===== src/rtl/config_frame_fsm.sv =====
// rtl/config_frame_fsm.sv - configuration frame sequencer: sync word, address word, then one data word per row
// Optional FrameCount output enabled by defining CFG_FRAME_COUNT_EN.
module config_frame_fsm #(
  parameter int NumberOfRows    = 16,
  parameter int RowSelectWidth  = 5,
  parameter int FrameBitsPerRow = 32,
  parameter int DesyncFlag      = 20
) (
  input  logic                       CLK,
  input  logic                       reset,
  input  logic [FrameBitsPerRow-1:0] WriteData,
  input  logic                       WriteStrobe,
  output logic [FrameBitsPerRow-1:0] FrameAddressRegister,
  output logic                       LongFrameStrobe,
  output logic [RowSelectWidth-1:0]  RowSelect,
`ifdef CFG_FRAME_COUNT_EN
  output logic [15:0]                FrameCount,
`endif
  output logic                       Active
);

  localparam logic [FrameBitsPerRow-1:0] SyncWord = FrameBitsPerRow'(32'hFAB0_FAB1);
  localparam logic [RowSelectWidth-1:0]  RowLast  = RowSelectWidth'(NumberOfRows - 1);
  localparam logic [RowSelectWidth-1:0]  RowNone  = '1;

  typedef enum logic [1:0] {
    IDLE = 2'd0,
    ADDR = 2'd1,
    DATA = 2'd2
  } state_t;

  state_t                       r_state;
  state_t                       w_next_state;
  logic [FrameBitsPerRow-1:0]   r_frame_addr;
  logic [FrameBitsPerRow-1:0]   w_next_frame_addr;
  logic [RowSelectWidth-1:0]    r_row_select;
  logic [RowSelectWidth-1:0]    w_next_row_select;
  logic                         r_long_frame;
  logic                         w_next_long_frame;
`ifdef CFG_FRAME_COUNT_EN
  logic [15:0]                  r_frame_count;
`endif

  always_ff @(posedge CLK) begin
    if (reset) begin
      r_state      <= IDLE;
      r_frame_addr <= '0;
      r_row_select <= RowNone;
      r_long_frame <= 1'b0;
`ifdef CFG_FRAME_COUNT_EN
      r_frame_count <= 16'd0;
`endif
    end else begin
      r_state      <= w_next_state;
      r_frame_addr <= w_next_frame_addr;
      r_row_select <= w_next_row_select;
      r_long_frame <= w_next_long_frame;
`ifdef CFG_FRAME_COUNT_EN
      if (w_next_long_frame) begin
        r_frame_count <= r_frame_count + 16'd1;
      end
`endif
    end
  end

  // The completion pulse is the only register that does not hold across idle cycles.
  always_comb begin
    w_next_state      = r_state;
    w_next_frame_addr = r_frame_addr;
    w_next_row_select = r_row_select;
    w_next_long_frame = 1'b0;
    if (WriteStrobe) begin
      unique case (r_state)
        IDLE: begin
          if (WriteData == SyncWord) begin
            w_next_state = ADDR;
          end
        end
        ADDR: begin
          w_next_frame_addr = WriteData;
          if (WriteData[DesyncFlag]) begin
            w_next_state      = IDLE;
            w_next_row_select = RowNone;
          end else begin
            w_next_state      = DATA;
            w_next_row_select = RowLast;
          end
        end
        DATA: begin
          if (r_row_select == '0) begin
            w_next_state      = ADDR;
            w_next_row_select = RowNone;
            w_next_long_frame = 1'b1;
          end else begin
            w_next_row_select = r_row_select - 1'b1;
          end
        end
        default: begin
          w_next_state      = IDLE;
          w_next_row_select = RowNone;
        end
      endcase
    end
  end

  always_comb begin
    FrameAddressRegister = r_frame_addr;
    LongFrameStrobe      = r_long_frame;
    RowSelect            = r_row_select;
    Active               = (r_state != IDLE);
`ifdef CFG_FRAME_COUNT_EN
    FrameCount           = r_frame_count;
`endif
  end

endmodule


===== config.mk =====
export PLATFORM = sky130hd
export DESIGN_NAME = config_frame_fsm
export DESIGN_NICKNAME = d
export VERILOG_FILES = /design/src/rtl/config_frame_fsm.sv
export SDC_FILE = /design/constraint.sdc
export NUM_CORES = 1
export LEC_CHECK = 0
export ABC_AREA = 1
export BUFFER_PORTS_ARGS = -buffer_cell sky130_fd_sc_hd__buf_2
export CAP_MARGIN = 15
export CORE_UTILIZATION = 31
export CTS_CLUSTER_SIZE = 40
export DETAILED_ROUTE_END_ITERATION = 16
export PLACE_DENSITY = 0.61
export SLEW_MARGIN = 15
export SYNTH_ARGS = -nofsm -noshare
export SYNTH_HDL_FRONTEND = slang
export SYNTH_SLANG_ARGS = --single-unit

===== constraint.sdc =====
create_clock -name CLK -period 1.2 [get_ports CLK]
set_input_delay 0.06 -clock CLK [delete_from_list [all_inputs] [get_ports CLK]]
set_output_delay 0.06 -clock CLK [all_outputs]
set_load 0.02 [all_outputs]

==> impl_metrics.csv, run 1 <==
group,metric,value,unit
timing,tightest_slew,248,ps
logic_synthesis,yosys_warnings,0,
power,p_total,3.14,mW
logic_synthesis,yosys.cell_types.count,27,
drt,viasPerCell,4.60,
grt,grt_pass1_vias,1568,
place,globalplace.congestion,0.843,
drt,drt-total-wl,5.18,mm
logic_synthesis,synth_nets,272,
timing,tns,-15.4,ps
outcome,status,"complete, but fails checks",
floorplanning,die_w,78.5,um
cells_and_area,nFillCells,559,
min_path,hold-path-cell-count,3,
grt,grt_overflow,0,
place,io_buffers,73,
grt,grt_antenna_before_repair,0,
cells_and_area,mostFrequentLayoutCell,"buf_2",
power,power_density,1110,mW/mm2
drt,routedWlPerCell,12.7,um
timing,setup_slack,-5.46,ps
drt,via_count,1873,
worst_setup_path,worstPathArrival,1390,ps
logic_synthesis,synth_seq_cells,40,
drt,ant_nets,0,
timing,finalSetupViolations,7,
cells_and_area,drive_gt1_share,53.4,%
timing,final.setup_skew,5.46,ps
floorplanning,coreArea,0.00557,mm2
worst_setup_path,reg2reg_depth,7,
logic_synthesis,yosysSeqAreaShare,44.2,%
min_path,hold_end,"FrameAddressRegister[29]",
logic_synthesis,synthCells,233,
clock_tree,clock_latency,290,ps
timing,relSlewSlack,83.5,%
worst_setup_path,start_kind,"flip-flop",
min_path,hold_path.class,"in -> reg",
outcome,violations,"setup timing",
worst_setup_path,path_max_fanout,10,
cells_and_area,register_area,811,um2
cells_and_area,area_delta_synth_final,56.0,%
logic_synthesis,synth_top_area_share,44.2,%
clock_tree,cts.path.max_buffers,2,
grt,grt_usage,15.6,%
cells_and_area,multi_input_area,0.00102,mm2
logic_synthesis,ys_top_cells_by_area,"dfxtp_1, nor2_1, o21ai_0",
grt,grt_pass1_wl,7.42,mm
timing,drv_slew,0,
timing,grt_setup_unrepaired,"yes",
worst_setup_path,critPathCaptureType,"flip-flop",
worst_setup_path,ff2ff_setup_slack,-5,ps
timing,finalCriticalPeriod,1210,ps
timing,period_share,100,%
logic_synthesis,synth_top_area_cell,"dfxtp_1",
timing,hold_viol_final,0,
logic_synthesis,mappedNetlistArea,0.00181,mm2
worst_setup_path,reg2reg_from,"r_state[0]",
cells_and_area,fin_nets,373,
floorplanning,die_h,78.5,um
clock_tree,cts.sinks,40,
worst_setup_path,reg2reg_to,"FrameAddressRegister[20]",
place,dp_hpwl,3.49,mm
logic_synthesis,syn_avg_cell_area,7.78,um2
clock_tree,cts_tree,"built",
floorplanning,start_util,32.5,%
job,cap_viol_max_count,0,
worst_setup_path,path_class,"reg -> reg",
clock_tree,clk_pin_slew,80,ps
clock_tree,cts_root_buffer,"clkbuf_8",
clock_tree,cts_buffers,5,
grt,grt_max_degree,28,
min_path,hold_start,"WriteData[29]",
power,ir_drop,0.000557,V
drt,drc_errors,0,
cells_and_area,final_cell_mix,"buf_2, dfxtp_1, nor2_1, nand2_1",
floorplanning,io_pins,74,
power,power_leakage,1.29,nW
worst_setup_path,worstPathRequired,1380,ps
floorplanning,std_cell_rows,27,
drt,drt-initial-drc-count,65,
clock_tree,htree_levels,2,
floorplanning,die_area,0.00616,mm2
cells_and_area,diodes,0,
timing,fmax,0.830,GHz
drt,dr.pass1.iters,4,
metrics by stage:
stage                     std cells  cell area, um2  setup WS, ps  hold slack, ps  util, %
after floorplan                 233            1830          22.4             137        -
after global placement          386            2380         -27.8             300     42.7
after detailed placement        386            2380         -58.0             294     42.7
after CTS                       401            2580         -14.0            13.4     46.3
after global routing            407            2830         -56.3            16.8     50.8
final                           407            2830         -5.46            22.6     50.8
per-layer routing:
metal  up-vias  track usage (%)  wire length (um)
met5         -                0                 0
met1       839             19.4              2430
met3         8             4.07               270
met2        57             26.1              2400
li1        969                -                 -
met4         0             5.00                84
worst max-delay path, cell delays in order, from the launching register on:
cell,delay (ps)
dfxtp_2,340
buf_4,140
ha_4,180
nand2_8,90
inv_8,60
buf_12,150
o21ai_4,120
a21oi_2,40
sequential cells by signal, summed over array words and instances, names as in the netlist:
| name | count |
|---|---|
| r_state | 2 |
| LongFrameStrobe | 1 |
| FrameAddressRegister | 32 |
| RowSelect | 5 |
Yosys cell counts:
master / instances
nor2_1: 46
dfxtp_1: 40
nand2_1: 30
o21ai_0: 25
inv_1: 17
a21oi_1: 12
inv_2: 10
a21oi_2: 9
o21ai_1: 8
o21ai_2: 8
buf_2: 4
ha_1: 4
o211ai_1: 3
buf_6: 2
nand3_1: 2
nor2_2: 2
a21oi_4: 1
a31oi_1: 1
buf_4: 1
buf_8: 1
inv_4: 1
nand2_2: 1
nand2_4: 1
nand4_1: 1
nand4_4: 1
nor2_4: 1
nor4_1: 1
logic make-up (layout without fill, tap and decap cells):
| family | Yosys count | in the layout | synth area share, % |
|---|---|---|---|
| and+or+nand+nor | 86 | 86 | 20.4 |
| adders and majority gates | 4 | 4 | 2.76 |
| buffers and inverters | 36 | 138 | 9.52 |
| DFF | 40 | 40 | 44.2 |
| AOI/OAI and AO/OA | 67 | 67 | 23.1 |
cell type report:
type | instances | area share (%)
timing repair buffer | 102 | 24.8
sequential | 40 | 28.7
clock buffer | 8 | 3.18
multi-input combinational | 157 | 35.9
tap | 72 | 3.18
inverter | 28 | 4.25
worst max path at each step:
stage | startpoint | endpoint | slack (ps) | cells after the start
global placement | r_state[1] | FrameAddressRegister[18] | -30 | 7
finish | r_state[0] | FrameAddressRegister[20] | -5 | 7
CTS | r_state[0] | Active | -10 | 5
detailed placement | r_state[1] | FrameAddressRegister[18] | -60 | 7
global route | RowSelect[0] | RowSelect[4] | -60 | 7
floorplan | r_state[0] | RowSelect[2] | 20 | 6
repair_timing:
action | in CTS | in global routing
hold buffers | 6 | 0
cloned | 0 | 4
hold endpoints to repair | 6 | 0
resized for setup | 18 | 53
setup buffers | 1 | 2
pin swaps | 1 | 13
endpoints found under the setup margin | 27 | 36
power by group:
group	switching, mW	internal (mW)
Combinational	0.424	0.346
Sequential	0.0546	1.40
Clock	0.447	0.469
Power figures use the tool's default switching activity.
==> inputs of run 2 (changes only) <==
==> constraint.sdc (replaced) <==
create_clock -name CLK -period 1 [get_ports CLK]
set_input_delay 0.05 -clock CLK [delete_from_list [all_inputs] [get_ports CLK]]
set_output_delay 0.05 -clock CLK [all_outputs]
set_load 0.02 [all_outputs]
==> impl_metrics.csv, run 2 (synthesis results as in run 1) <==
group,metric,value,unit
outcome,violations,"setup timing",
timing,hold_viol_final,0,
drt,ant_nets,0,
clock_tree,cts_root_buffer,"clkbuf_8",
cells_and_area,design_area,0.00302,mm2
worst_setup_path,path_delay_family,"buffers and inverters",
drt,drc_errors,0,
grt,grt_antenna_before_repair,0,
cells_and_area,drive_gt1_share,60.0,%
timing,holdWs,8.22,ps
drt,drt-total-wl,5.39,mm
drt,viasPerCell,4.53,
floorplanning,die_w,78.5,um
timing,grt_setup_unrepaired,"yes",
drt,via_count,1888,
cells_and_area,area_delta_synth_final,66.3,%
grt,grt_overflow,0,
clock_tree,clk_pin_slew,80,ps
cells_and_area,fin_nets,384,
cells_and_area,mostFrequentLayoutCell,"buf_2",
timing,finalSetupViolations,41,
grt,grt_pass1_vias,1718,
place,dp_worst_setup_slack,-323,ps
cells_and_area,diodes,0,
clock_tree,cts.sinks,40,
place,placed_area,0.00240,mm2
worst_setup_path,crit_chain,"buf_6 -> ha_4 -> nand2_8 -> buf_12 -> inv_8 -> o21ai_2 -> a21oi_2",
drt,drt-initial-drc-count,59,
outcome,status,"complete, but fails checks",
clock_tree,cts.path.max_buffers,2,
grt,grt_usage,16.6,%
clock_tree,cts_tree,"built",
worst_setup_path,worst-path-buf-inv,3,
drt,dr.pass1.iters,4,
power,power_leakage,1.37,nW
timing,tns,-8380,ps
timing,setup_slack,-250,ps
floorplanning,std_cell_rows,27,
power,ir_drop,0.000637,V
worst_setup_path,path_class,"reg -> reg",
min_path,hold_path.class,"in -> reg",
place,dp_hpwl,3.35,mm
timing,drv_slew,0,
timing,period_share,125,%
timing,fmax,0.800,GHz
cells_and_area,final_cell_mix,"buf_2, nor2_1, dfxtp_1, nand2_1, o21ai_2",
worst_setup_path,worstPathArrival,1430,ps
floorplanning,coreArea,0.00557,mm2
floorplanning,die_h,78.5,um
min_path,hold-path-cell-count,3,
job,cap_viol_max_count,0,
floorplanning,io_pins,74,
grt,grt_pass1_wl,7.99,mm
power,power_density,1270,mW/mm2
worst_setup_path,path_max_fanout,11,
worst_setup_path,start_kind,"flip-flop",
place,io_buffers,73,
drt,routedWlPerCell,12.9,um
floorplanning,die_area,0.00616,mm2
worst_setup_path,slowest_delay,340,ps
cells_and_area,largest_register_ff_count,32,
worst_setup_path,slowest_stage,"dfxtp_2",
worst_setup_path,path_depth,7,
timing,finalCriticalPeriod,1250,ps
worst_setup_path,reg2reg_depth,7,
clock_tree,clock_latency,290,ps
clock_tree,htree_levels,2,
timing,relSlewSlack,86.2,%
worst_setup_path,critPathCaptureType,"flip-flop",
timing,final.setup_skew,8.98,ps
floorplanning,start_util,32.5,%
grt,grt_max_degree,47,
timing,tightest_slew,206,ps
worst_setup_path,worstPathRequired,1190,ps
place,globalplace.congestion,0.767,
clock_tree,cts_buffers,5,
==> run 2: final cells by class <==
class	count	area, um2
Timing Repair inverter	4	68.8
Inverter	28	149
Sequential cell	40	813
Fill cell	534	2560
Clock buffer	5	68.8
Multi-Input combinational cell	157	1090
Tap cell	72	90.1
Clock inverter	2	11.3
Timing Repair Buffer	109	728
==> run 2: layer usage <==
metal | global-route usage (%) | share of wire (%)
met5 | 0 | 0
met3 | 4.53 | 5.6
met2 | 27.1 | 49
met1 | 20.8 | 45
met4 | 6.11 | 1.1
==> run 2: repair_timing <==
action / CTS / global route
setup endpoints to repair: 41 / 41
gates cloned: 0 / 4
pin swaps: 12 / 13
hold buffers: 7 / 0
setup buffers: 5 / 5
endpoints found under the hold margin: 7 / 0
resized for setup: 64 / 43
==> run 2: tightest hold or removal path, cell delays in order <==
cell and delay (ps):
buf_2 100, o21ai_2 50, nor2_1 70
==> run 2: per-stage QoR <==
step | utilization [%] | cells | total power [mW]
final | 54.1 | 417 | 3.83
after CTS | 49.3 | 408 | 3.74
after detailed placement | 43.1 | 389 | 2.53
after floorplan | - | 233 | 2.23
after global routing | 54.1 | 417 | 4.03
after global placement | 43.1 | 389 | 2.52
==> run 2: power by group <==
| part | switching [mW] | internal [mW] | leakage (nW) |
|---|---|---|---|
| Sequential | 0.0605 | 1.68 | 0.324 |
| Combinational | 0.586 | 0.473 | 0.999 |
| Clock | 0.557 | 0.475 | 0.0443 |
| Total | 1.20 | 2.63 | 1.37 |
==> run 2: path summary, 6_finish.rpt <==
check	from	end	slack, ps
worst min register to register	FrameAddressRegister[12]	FrameAddressRegister[12]	480
worst max-delay path	r_state[0]	FrameAddressRegister[20]	-250
worst max register to register	r_state[0]	FrameAddressRegister[20]	-250
worst min-delay path	WriteData[11]	FrameAddressRegister[11]	8
